## config.mk

```make
export PLATFORM = sky130hd
export DESIGN_NAME = vga_plot_arbiter_flat
export DESIGN_NICKNAME = d
export VERILOG_FILES = /design/src/rtl/vga_plot_arbiter_if.sv /design/src/rtl/vga_plot_arbiter.sv /design/src/flat_wrapper.sv
export SDC_FILE = /design/constraint.sdc
export NUM_CORES = 1
export LEC_CHECK = 0
export ABC_AREA = 1
export CORE_ASPECT_RATIO = 1.5
export CORE_MARGIN = 4
export CORE_UTILIZATION = 46
export DETAILED_ROUTE_END_ITERATION = 10
export HOLD_SLACK_MARGIN = 0.06
export MAX_ROUTING_LAYER = met4
export PLACE_DENSITY = 0.8
export SLEW_MARGIN = 20
export SYNTH_ARGS = -nofsm -noshare
export SYNTH_HDL_FRONTEND = slang
export SYNTH_SLANG_ARGS = --single-unit
```

## constraint.sdc

```tcl
create_clock -name clk -period 2.7 [get_ports clk]
set_clock_uncertainty 0.1 [all_clocks]
set_input_delay 0.27 -clock clk [delete_from_list [all_inputs] [get_ports clk]]
set_output_delay 0.27 -clock clk [all_outputs]
set_load 0.02 [all_outputs]
```

## src/rtl/vga_plot_arbiter_if.sv

```systemverilog
// Pixel-request bus shared by the three requesters and the vga_adapter write side.
// The arbiter takes the slave view; the requester side (or a bench) takes the master view.
interface vga_plot_arbiter_if #(
   parameter int XSZ   = 8,
   parameter int YSZ   = 7,
   parameter int COLSZ = 3
);
   logic [2:0]         req;
   logic [2:0]         pix_valid;
   logic [2:0]         pix_last;
   logic [3*XSZ-1:0]   x_in;
   logic [3*YSZ-1:0]   y_in;
   logic [3*COLSZ-1:0] col_in;

   logic [2:0]         gnt;
   logic               busy;
   logic [XSZ-1:0]     x_out;
   logic [YSZ-1:0]     y_out;
   logic [COLSZ-1:0]   col_out;
   logic               plot_en;
   logic               timeout_err;

   modport master (
      output req, pix_valid, pix_last, x_in, y_in, col_in,
      input  gnt, busy, x_out, y_out, col_out, plot_en, timeout_err
   );

   modport slave (
      input  req, pix_valid, pix_last, x_in, y_in, col_in,
      output gnt, busy, x_out, y_out, col_out, plot_en, timeout_err
   );
endinterface

```

## src/rtl/vga_plot_arbiter.sv

```systemverilog
// Round-robin burst arbiter for the single vga_adapter write port, with
// on-screen clipping and a per-grant cycle watchdog. All outputs are registered.
module vga_plot_arbiter #(
   parameter int XSZ     = 8,
   parameter int YSZ     = 7,
   parameter int COLSZ   = 3,
   parameter int XMAX    = 160,
   parameter int YMAX    = 120,
   parameter int MAX_CYC = 19200,
   parameter int CW      = 15
) (
   input logic               clk,
   input logic               resetn,
   vga_plot_arbiter_if.slave bus
);

   localparam logic [0:0] IDLE = 1'b0;
   localparam logic [0:0] OWN  = 1'b1;

   localparam logic [XSZ:0]  X_LIM    = (XSZ+1)'(XMAX);
   localparam logic [YSZ:0]  Y_LIM    = (YSZ+1)'(YMAX);
   localparam logic [CW-1:0] CNT_LAST = CW'(MAX_CYC - 1);

   logic [0:0]       state;
   logic [1:0]       ptr;
   logic [1:0]       owner;
   logic [1:0]       pick;
   logic [CW-1:0]    cnt;

   logic [XSZ-1:0]   own_x;
   logic [YSZ-1:0]   own_y;
   logic [COLSZ-1:0] own_col;
   logic             own_valid;
   logic             own_last;
   logic             own_req;

   logic             in_range;
   logic             plot_now;
   logic             normal_end;
   logic             forced_end;
   logic             burst_end;

   function automatic logic [1:0] next_idx(input logic [1:0] i);
      return (i == 2'd2) ? 2'd0 : i + 2'd1;
   endfunction

   // First requesting index at or after ptr, wrapping mod 3; only used when req != 0.
   always_comb begin
      pick = 2'd0;
      case (ptr)
         2'd1:    pick = bus.req[1] ? 2'd1 : (bus.req[2] ? 2'd2 : 2'd0);
         2'd2:    pick = bus.req[2] ? 2'd2 : (bus.req[0] ? 2'd0 : 2'd1);
         default: pick = bus.req[0] ? 2'd0 : (bus.req[1] ? 2'd1 : 2'd2);
      endcase
   end

   always_comb begin
      own_x     = bus.x_in[0 +: XSZ];
      own_y     = bus.y_in[0 +: YSZ];
      own_col   = bus.col_in[0 +: COLSZ];
      own_valid = bus.pix_valid[0];
      own_last  = bus.pix_last[0];
      own_req   = bus.req[0];
      case (owner)
         2'd1: begin
            own_x     = bus.x_in[XSZ +: XSZ];
            own_y     = bus.y_in[YSZ +: YSZ];
            own_col   = bus.col_in[COLSZ +: COLSZ];
            own_valid = bus.pix_valid[1];
            own_last  = bus.pix_last[1];
            own_req   = bus.req[1];
         end
         2'd2: begin
            own_x     = bus.x_in[2*XSZ +: XSZ];
            own_y     = bus.y_in[2*YSZ +: YSZ];
            own_col   = bus.col_in[2*COLSZ +: COLSZ];
            own_valid = bus.pix_valid[2];
            own_last  = bus.pix_last[2];
            own_req   = bus.req[2];
         end
         default: ;
      endcase
   end

   // A normal end in the expiry cycle wins, so timeout_err only flags true overruns.
   assign in_range   = ({1'b0, own_x} < X_LIM) && ({1'b0, own_y} < Y_LIM);
   assign plot_now   = own_valid && in_range;
   assign normal_end = (own_valid && own_last) || !own_req;
   assign forced_end = !normal_end && (cnt == CNT_LAST);
   assign burst_end  = normal_end || forced_end;

   always_ff @(posedge clk or negedge resetn) begin
      if (!resetn) begin
         state           <= IDLE;
         ptr             <= 2'd0;
         owner           <= 2'd0;
         cnt             <= '0;
         bus.gnt         <= 3'b000;
         bus.busy        <= 1'b0;
         bus.x_out       <= '0;
         bus.y_out       <= '0;
         bus.col_out     <= '0;
         bus.plot_en     <= 1'b0;
         bus.timeout_err <= 1'b0;
      end else begin
         bus.plot_en     <= 1'b0;
         bus.timeout_err <= 1'b0;
         case (state)
            IDLE: begin
               if (bus.req != 3'b000) begin
                  state    <= OWN;
                  owner    <= pick;
                  cnt      <= '0;
                  bus.gnt  <= 3'b001 << pick;
                  bus.busy <= 1'b1;
               end
            end
            OWN: begin
               cnt <= cnt + CW'(1);
               if (plot_now) begin
                  bus.plot_en <= 1'b1;
                  bus.x_out   <= own_x;
                  bus.y_out   <= own_y;
                  bus.col_out <= own_col;
               end
               if (burst_end) begin
                  state           <= IDLE;
                  ptr             <= next_idx(owner);
                  bus.gnt         <= 3'b000;
                  bus.busy        <= 1'b0;
                  bus.timeout_err <= forced_end;
               end
            end
            default: state <= IDLE;
         endcase
      end
   end

endmodule

```

## src/flat_wrapper.sv

```systemverilog
// flat-port wrapper written by rule: the top's interface ports become plain ports
module vga_plot_arbiter_flat 
#(
   parameter int XSZ     = 8,
   parameter int YSZ     = 7,
   parameter int COLSZ   = 3,
   parameter int XMAX    = 160,
   parameter int YMAX    = 120,
   parameter int MAX_CYC = 19200,
   parameter int CW      = 15
)
  (clk, resetn, bus_req, bus_pix_valid, bus_pix_last, bus_x_in, bus_y_in, bus_col_in, bus_gnt, bus_busy, bus_x_out, bus_y_out, bus_col_out, bus_plot_en, bus_timeout_err);
  vga_plot_arbiter_if #(.XSZ(XSZ), .YSZ(YSZ), .COLSZ(COLSZ)) bus_i ();
  input logic clk;
  input logic resetn;
  input wire logic [$bits(bus_i.req)-1:0] bus_req;
  input wire logic [$bits(bus_i.pix_valid)-1:0] bus_pix_valid;
  input wire logic [$bits(bus_i.pix_last)-1:0] bus_pix_last;
  input wire logic [$bits(bus_i.x_in)-1:0] bus_x_in;
  input wire logic [$bits(bus_i.y_in)-1:0] bus_y_in;
  input wire logic [$bits(bus_i.col_in)-1:0] bus_col_in;
  output wire logic [$bits(bus_i.gnt)-1:0] bus_gnt;
  output wire logic [$bits(bus_i.busy)-1:0] bus_busy;
  output wire logic [$bits(bus_i.x_out)-1:0] bus_x_out;
  output wire logic [$bits(bus_i.y_out)-1:0] bus_y_out;
  output wire logic [$bits(bus_i.col_out)-1:0] bus_col_out;
  output wire logic [$bits(bus_i.plot_en)-1:0] bus_plot_en;
  output wire logic [$bits(bus_i.timeout_err)-1:0] bus_timeout_err;
  assign bus_i.req = bus_req;
  assign bus_i.pix_valid = bus_pix_valid;
  assign bus_i.pix_last = bus_pix_last;
  assign bus_i.x_in = bus_x_in;
  assign bus_i.y_in = bus_y_in;
  assign bus_i.col_in = bus_col_in;
  assign bus_gnt = bus_i.gnt;
  assign bus_busy = bus_i.busy;
  assign bus_x_out = bus_i.x_out;
  assign bus_y_out = bus_i.y_out;
  assign bus_col_out = bus_i.col_out;
  assign bus_plot_en = bus_i.plot_en;
  assign bus_timeout_err = bus_i.timeout_err;
  vga_plot_arbiter #(.XSZ(XSZ), .YSZ(YSZ), .COLSZ(COLSZ), .XMAX(XMAX), .YMAX(YMAX), .MAX_CYC(MAX_CYC), .CW(CW)) u_core (.clk(clk), .resetn(resetn), .bus(bus_i));
endmodule
```

# Yosys cells after proc, flatten, opt, wreduce, memory -nomap -nowiden
# Index checks and enable logic that the tools add are counted.
# totals
in_bits	65
regBits	44
# classes
bitwise	1
add_sub_neg	2
muxes	29
shifts	1
n_reduce_logical	13
n_eq_ne	7
n_lt_le_gt_ge	2
# ops
operator	n
$pmux 15 s2	1
$pmux 8 s2	1
$add 15x1->15 const B	1
$eq 15x15->1 const B	1
$mux 15	1
$pmux 7 s2	1
$mux 2	6
$pmux 3 s2	2
$pmux 1 s2	5
$mux 1	9
$lt 8x8->1 const B	1
$reduce_and 2->1	4
$lt 7x7->1 const B	1
$mux 3	2
$eq 2x1->1 const B	2
$eq 2x2->1 const B	2
$logic_and 1x1->1	4
$pmux 2 s2	1
$reduce_bool 3->1	1
$shl 1x2->3 const A	1
$add 2x1->2 const B	1
$logic_not 1->1	2
$logic_or 1x1->1	2
$ne 2x1->1 const B	1
2 further kinds	2

# Depth between registers and ports, before layout
# depth
word_depth	9
mapped_depth	12
mapped_depth_nobuf	11

# Worst setup path after synthesis
# No wires, ideal clock.
# synth_path
path_kind	register to register
startpoint	register u_core.owner[0]
endpoint	register u_core.bus.x_out[2]
arrival_ns	1.753
setup_slack_ns	0.730
path_stages_with_launch	11
path_buffers	2
period_less_slack_ns	1.970
setup_time_ns	0.117
required_ns	2.483
cell_sequence	dfrtp_1 inv_1 ha_1 buf_6 o21ai_0 nor2_1 nand2_2 nand3_4 buf_6 nand2_1 nand2_1
# synth_via
elab_chain_len	6
elab_cells_between_ends	10
classes_between	order compare: 2; eq/ne: 2; mux: 3; reduce/logical: 3
# synth_rtl
item	line	text
start: declaration	vga_plot_arbiter.sv:26	logic [1:0] owner;
start signal: assignment	vga_plot_arbiter.sv:112	owner <= pick;
$eq 2x2->1 or $eq 2x1->1 (tied branches)	vga_plot_arbiter.sv:64	case (owner)
$pmux 8 s2 or $pmux 7 s2 (tied branches)	vga_plot_arbiter.sv:64	
$lt 8x8->1 or $lt 7x7->1 (tied branches)	vga_plot_arbiter.sv:86	assign in_range = ({1'b0, own_x} < X_LIM) && ({1'b0, own_y} < Y_LIM);
$logic_and 1x1->1	vga_plot_arbiter.sv:86	
$logic_and 1x1->1	vga_plot_arbiter.sv:87	assign plot_now = own_valid && in_range;
$reduce_and 2->1 (no line)	-	
end signal: assignment	vga_plot_arbiter.sv:122	bus.x_out <= own_x;
end: declaration	vga_plot_arbiter_if.sv:30	output gnt, busy, x_out, y_out, col_out, plot_en, timeout_err
# Parallel ways exist; a longest one is shown, timed or not.
# A chain may end at the register's enable or synchronous reset.

# Worst setup path in the final report
# layout_path
startpoint	register u_core.owner[1]
endpoint	register u_core.bus.col_out[2]
# layout_via
elab_chain_len	6
elab_cells_between_ends	11
classes_between	order compare: 2; eq/ne: 2; mux: 4; reduce/logical: 3
# layout_rtl
item	line	text
$eq 2x2->1 or $eq 2x1->1 (tied branches)	vga_plot_arbiter.sv:64	
$pmux 8 s2 or $pmux 7 s2 (tied branches)	vga_plot_arbiter.sv:64	
$lt 8x8->1 or $lt 7x7->1 (tied branches)	vga_plot_arbiter.sv:86	
$logic_and 1x1->1	vga_plot_arbiter.sv:86	
$logic_and 1x1->1	vga_plot_arbiter.sv:87	
$reduce_and 2->1 (no line)	-	
end signal: assignment	vga_plot_arbiter.sv:124	bus.col_out <= own_col;
end: declaration	vga_plot_arbiter_if.sv:30	
# Parallel ways exist; a longest one is shown, timed or not.

==> metrics.md <==
| Metric | Value |
|---|---|
| Required time at the endpoint of the critical path | `roughly 2.8 ns` |
| Via count of the first global-routing pass | `between 2,000 and 3,000` |
| Transition time at the pin with the least slew margin | `about 0.96 ns` |
| Placed cells | `between 500 and 600` |
| Wire per inst | `14.6 um` |
| Synth warn | `0` |
| Fin cells | `~530` |
| Number of buffers added by the clock tree synthesis step | `5` |
| Fmax | `0.405 GHz` |
| Share of layout cells above drive strength 1 | `0.0562` |
| # setup viols final | `0` |
| Antenna Violating Nets Remaining | `0` |
| Pin count of the biggest net entering global routing | `45` |
| Root Driver | `sky130_fd_sc_hd__clkbuf_8` |
| Area of the multi-input gates | `between 1000 and 1500 sq um` |
| Synthesized instance count | `370` |
| Met2 Resource Use GR | `0.416` |
| Final worst-path cycle share | `0.915` |
| Number of core rows | `33` |
| Result of the run | `finished, final reports clean` |
| Die footprint | `between 7000 and 8000 sq um` |
| Area share of the largest cell type after synthesis | `0.413` |
| Element type at the critical path start | `flip-flop` |
| Arrival time worst endpoint | `about 2.6 ns` |
| Path type of the worst setup path | `flip-flop to flip-flop` |
| Setup slack of the most critical reg-to-reg path | `approximately 0.23 ns` |
| Average footprint of a synthesized cell | `about 7.2 sq um` |
| Effective utilization at floorplan | `0.481` |
| Die width | `about 70 um` |
| Most frequent standard cell in the layout excluding fill and tap cells | `sky130_fd_sc_hd__nand2_1` |
| Met1 Resource Use GR | `0.259` |
| Number of distinct standard cells referenced by the synthesized netlist | `30` |
| Unrepaired setup endpoints after global routing | `no` |
| Max H-tree Level | `2` |
| Final Slew Violations | `0` |
| Number of nets in the final layout | `534` |
| Clock tree from TritonCTS | `yes` |
| Min Clock Period, post-route | `between 2 and 2.5 ns` |
| Number of port buffers | `88` |
| Overall overflow remaining after global route | `0` |
| Post-route worst setup slack | `around 0.23 ns` |
| Fill cells | `approximately 500` |
| Initial antenna violation count | `0` |
| # resized after CTS | `0` |
| Sequential cell area fraction in the yosys report | `0.413` |
| Setup crit end kind | `flip-flop` |
| Leakage | `~0.0018 uW` |
| Post-Synthesis Cell Area | `approximately 2700 sq um` |
| Synth Net Count | `roughly 440` |
| Die height | `roughly 100 um` |
| Vias | `2,803` |
| Worst Setup Slack post-DPL | `0.233 ns` |
| Vias/cell | `around 5.3` |
| Main flop type after synthesis | `sky130_fd_sc_hd__dfrtp_1` |
| Share of flip-flops with an asynchronous set or reset after synthesis | `1.00` |
| Maximum resistive drop on vdd | `0.752 mV` |
| Routed wire length | `between 7000 and 8000 um` |
| Synth top area cells | `sky130_fd_sc_hd__dfrtp_1 (41%), sky130_fd_sc_hd__nand2_1 (19%), sky130_fd_sc_hd__nand4_1 (5.4%)` |
| GP Congestion | `between 0.8 and 0.9` |
| Total power per unit cell area | `~1000 nW/um^2` |
| Layout overhead on the synthesized area | `40.6%` |
| Total Negative Setup Slacks | `0 ns` |
| Remaining DRCs | `0` |
| Total iterations of the first detailed-routing run | `5` |
| Area occupied by registers | `~1100 sq um` |
| Number of diodes | `0` |
| Routing usage on met3 | `0.0397` |
| Gr busiest metal | `met2` |
| Final Hold Fails | `0` |
| Worst hold slack | `roughly 0.38 ns` |
| Largest driver fanout on the critical path | `19` |
| Clock insertion delay at the later pin of the skew report | `about 0.3 ns` |
| IO Pins | `89` |
| Commonest cells after routing, fill and taps aside | `sky130_fd_sc_hd__nand2_1 (134), sky130_fd_sc_hd__clkdlybuf4s50_1 (87), sky130_fd_sc_hd__dfrtp_1 (44)` |
| Max-capacitance violation count | `0` |
| Number of synthesized flops with an enable pin | `0` |
| Relative max-transition margin | `0.360` |
| Number of buffers on the longest clock path | `2` |
| DRT iter0 DRCs | `~200` |
| Cell taking the most area after synthesis | `sky130_fd_sc_hd__dfrtp_1` |
| First-pass GRT wire length | `between 10,000 and 15,000 um` |
| Global-route usage over all layers | `0.228` |
| Hold Crit Class | `flip-flop to flip-flop` |
| Clock-pin slew reported for the worst setup and hold paths after clock tree synthesis | `roughly 0.080 ns` |
| Total power draw | `roughly 3800 uW` |
| Hpwl dp | `between 5000 and 6000 um` |
| Number of synthesized register bits | `44` |
| Clock sink total | `44` |
| Area of the core | `5530 sq um` |
## synthesized netlist by cell type (2+ instances only)
master                     count
sky130_fd_sc_hd__nand4_1      23
sky130_fd_sc_hd__o21ai_0      14
sky130_fd_sc_hd__nor3_1        3
sky130_fd_sc_hd__nand2_2       2
sky130_fd_sc_hd__a21o_1       11
sky130_fd_sc_hd__ha_1          7
sky130_fd_sc_hd__clkbuf_1      4
sky130_fd_sc_hd__nand2_1     134
sky130_fd_sc_hd__inv_1        34
sky130_fd_sc_hd__buf_1         2
sky130_fd_sc_hd__dfrtp_1      44
sky130_fd_sc_hd__nand3_1      27
sky130_fd_sc_hd__nand3b_1      2
sky130_fd_sc_hd__o21bai_1      2
sky130_fd_sc_hd__nor2_1       24
sky130_fd_sc_hd__buf_2         5
sky130_fd_sc_hd__buf_6         2
sky130_fd_sc_hd__a21oi_1      18
## worst max-delay path, stage by stage, from the launching register on
cell                      delay [ns]
sky130_fd_sc_hd__dfrtp_1        0.39
sky130_fd_sc_hd__inv_1          0.12
sky130_fd_sc_hd__ha_1           0.59
sky130_fd_sc_hd__nand2_1        0.12
sky130_fd_sc_hd__nand3_1        0.10
sky130_fd_sc_hd__o21ai_0        0.15
sky130_fd_sc_hd__nor2_1         0.17
sky130_fd_sc_hd__nand2_2        0.24
sky130_fd_sc_hd__nand3_4        0.27
sky130_fd_sc_hd__nand2_1        0.10
sky130_fd_sc_hd__nand2_1        0.06
## repair_timing
item,4_1_cts,5_1_grt
setup endpoints to repair,0,18
setup buffers,0,4
hold endpoints to repair,44,0
hold buffers,1,0
## kinds of logic (layout without fill, tap and decap cells)
family,Yosys count,count (layout),synth area share
AND/OR/NAND/NOR,220,220,0.362
AO/OA/AOI/OAI,51,51,0.116
buffers and inverters,48,141,0.0756
flip-flops,44,44,0.413
adder cells (fa/ha/maj),7,7,0.0329
## metrics by stage
step / util / cell area (sq um)
finish: 0.677 / 3750
global route: 0.677 / 3750
CTS: 0.672 / 3720
detailed placement: 0.650 / 3590
global placement: 0.650 / 3590
floorplan: - / 2660
## cell type report
class	instances	area share
Clock buffer	5	0.0184
Sequential cell	44	0.294
Tap cell	70	0.0234
Multi-Input combinational cell	278	0.363
Clock inverter	3	0.0114
Inverter	35	0.0351
Timing Repair Buffer	98	0.255
## sequential cells by signal, indices dropped and copies added (netlist names)
| signal | cells |
|---|---|
| u_core.cnt | 15 |
| u_core.bus.x_out | 8 |
| u_core.bus.y_out | 7 |
| u_core.bus.col_out | 3 |
| u_core.bus.gnt | 3 |
| u_core.owner | 2 |
| u_core.ptr | 2 |
| u_core.bus.busy | 1 |
| u_core.bus.plot_en | 1 |
| u_core.bus.timeout_err | 1 |
| u_core.state | 1 |
## routing by layer
layer | wire, um | share of wire
met2 | 4110 | 0.53
met1 | 3180 | 0.41
met5 | 0 | 0
met4 | 74 | 0.0095
met3 | 421 | 0.054
## where the power goes
group	switching, uW	total (uW)	internal (uW)	leakage [uW]
registers	166	1040	873	0.000576
logic	1320	2200	886	0.00115
clock network	237	511	274	0.0000541
total	1720	3750	2030	0.00178
## worst paths after layout
check	from	end	cells past startpoint
min in group asynchronous	resetn	u_core.bus.plot_en	2
hold / removal	u_core.bus.y_out[4]	u_core.bus.y_out[4]	2
setup reg to reg	u_core.owner[1]	u_core.bus.col_out[2]	10
setup / recovery	u_core.owner[1]	u_core.bus.col_out[2]	10
hold reg to reg	u_core.bus.y_out[4]	u_core.bus.y_out[4]	2
max in group asynchronous	resetn	u_core.owner[1]	2
Power figures use the tool's default switching activity.
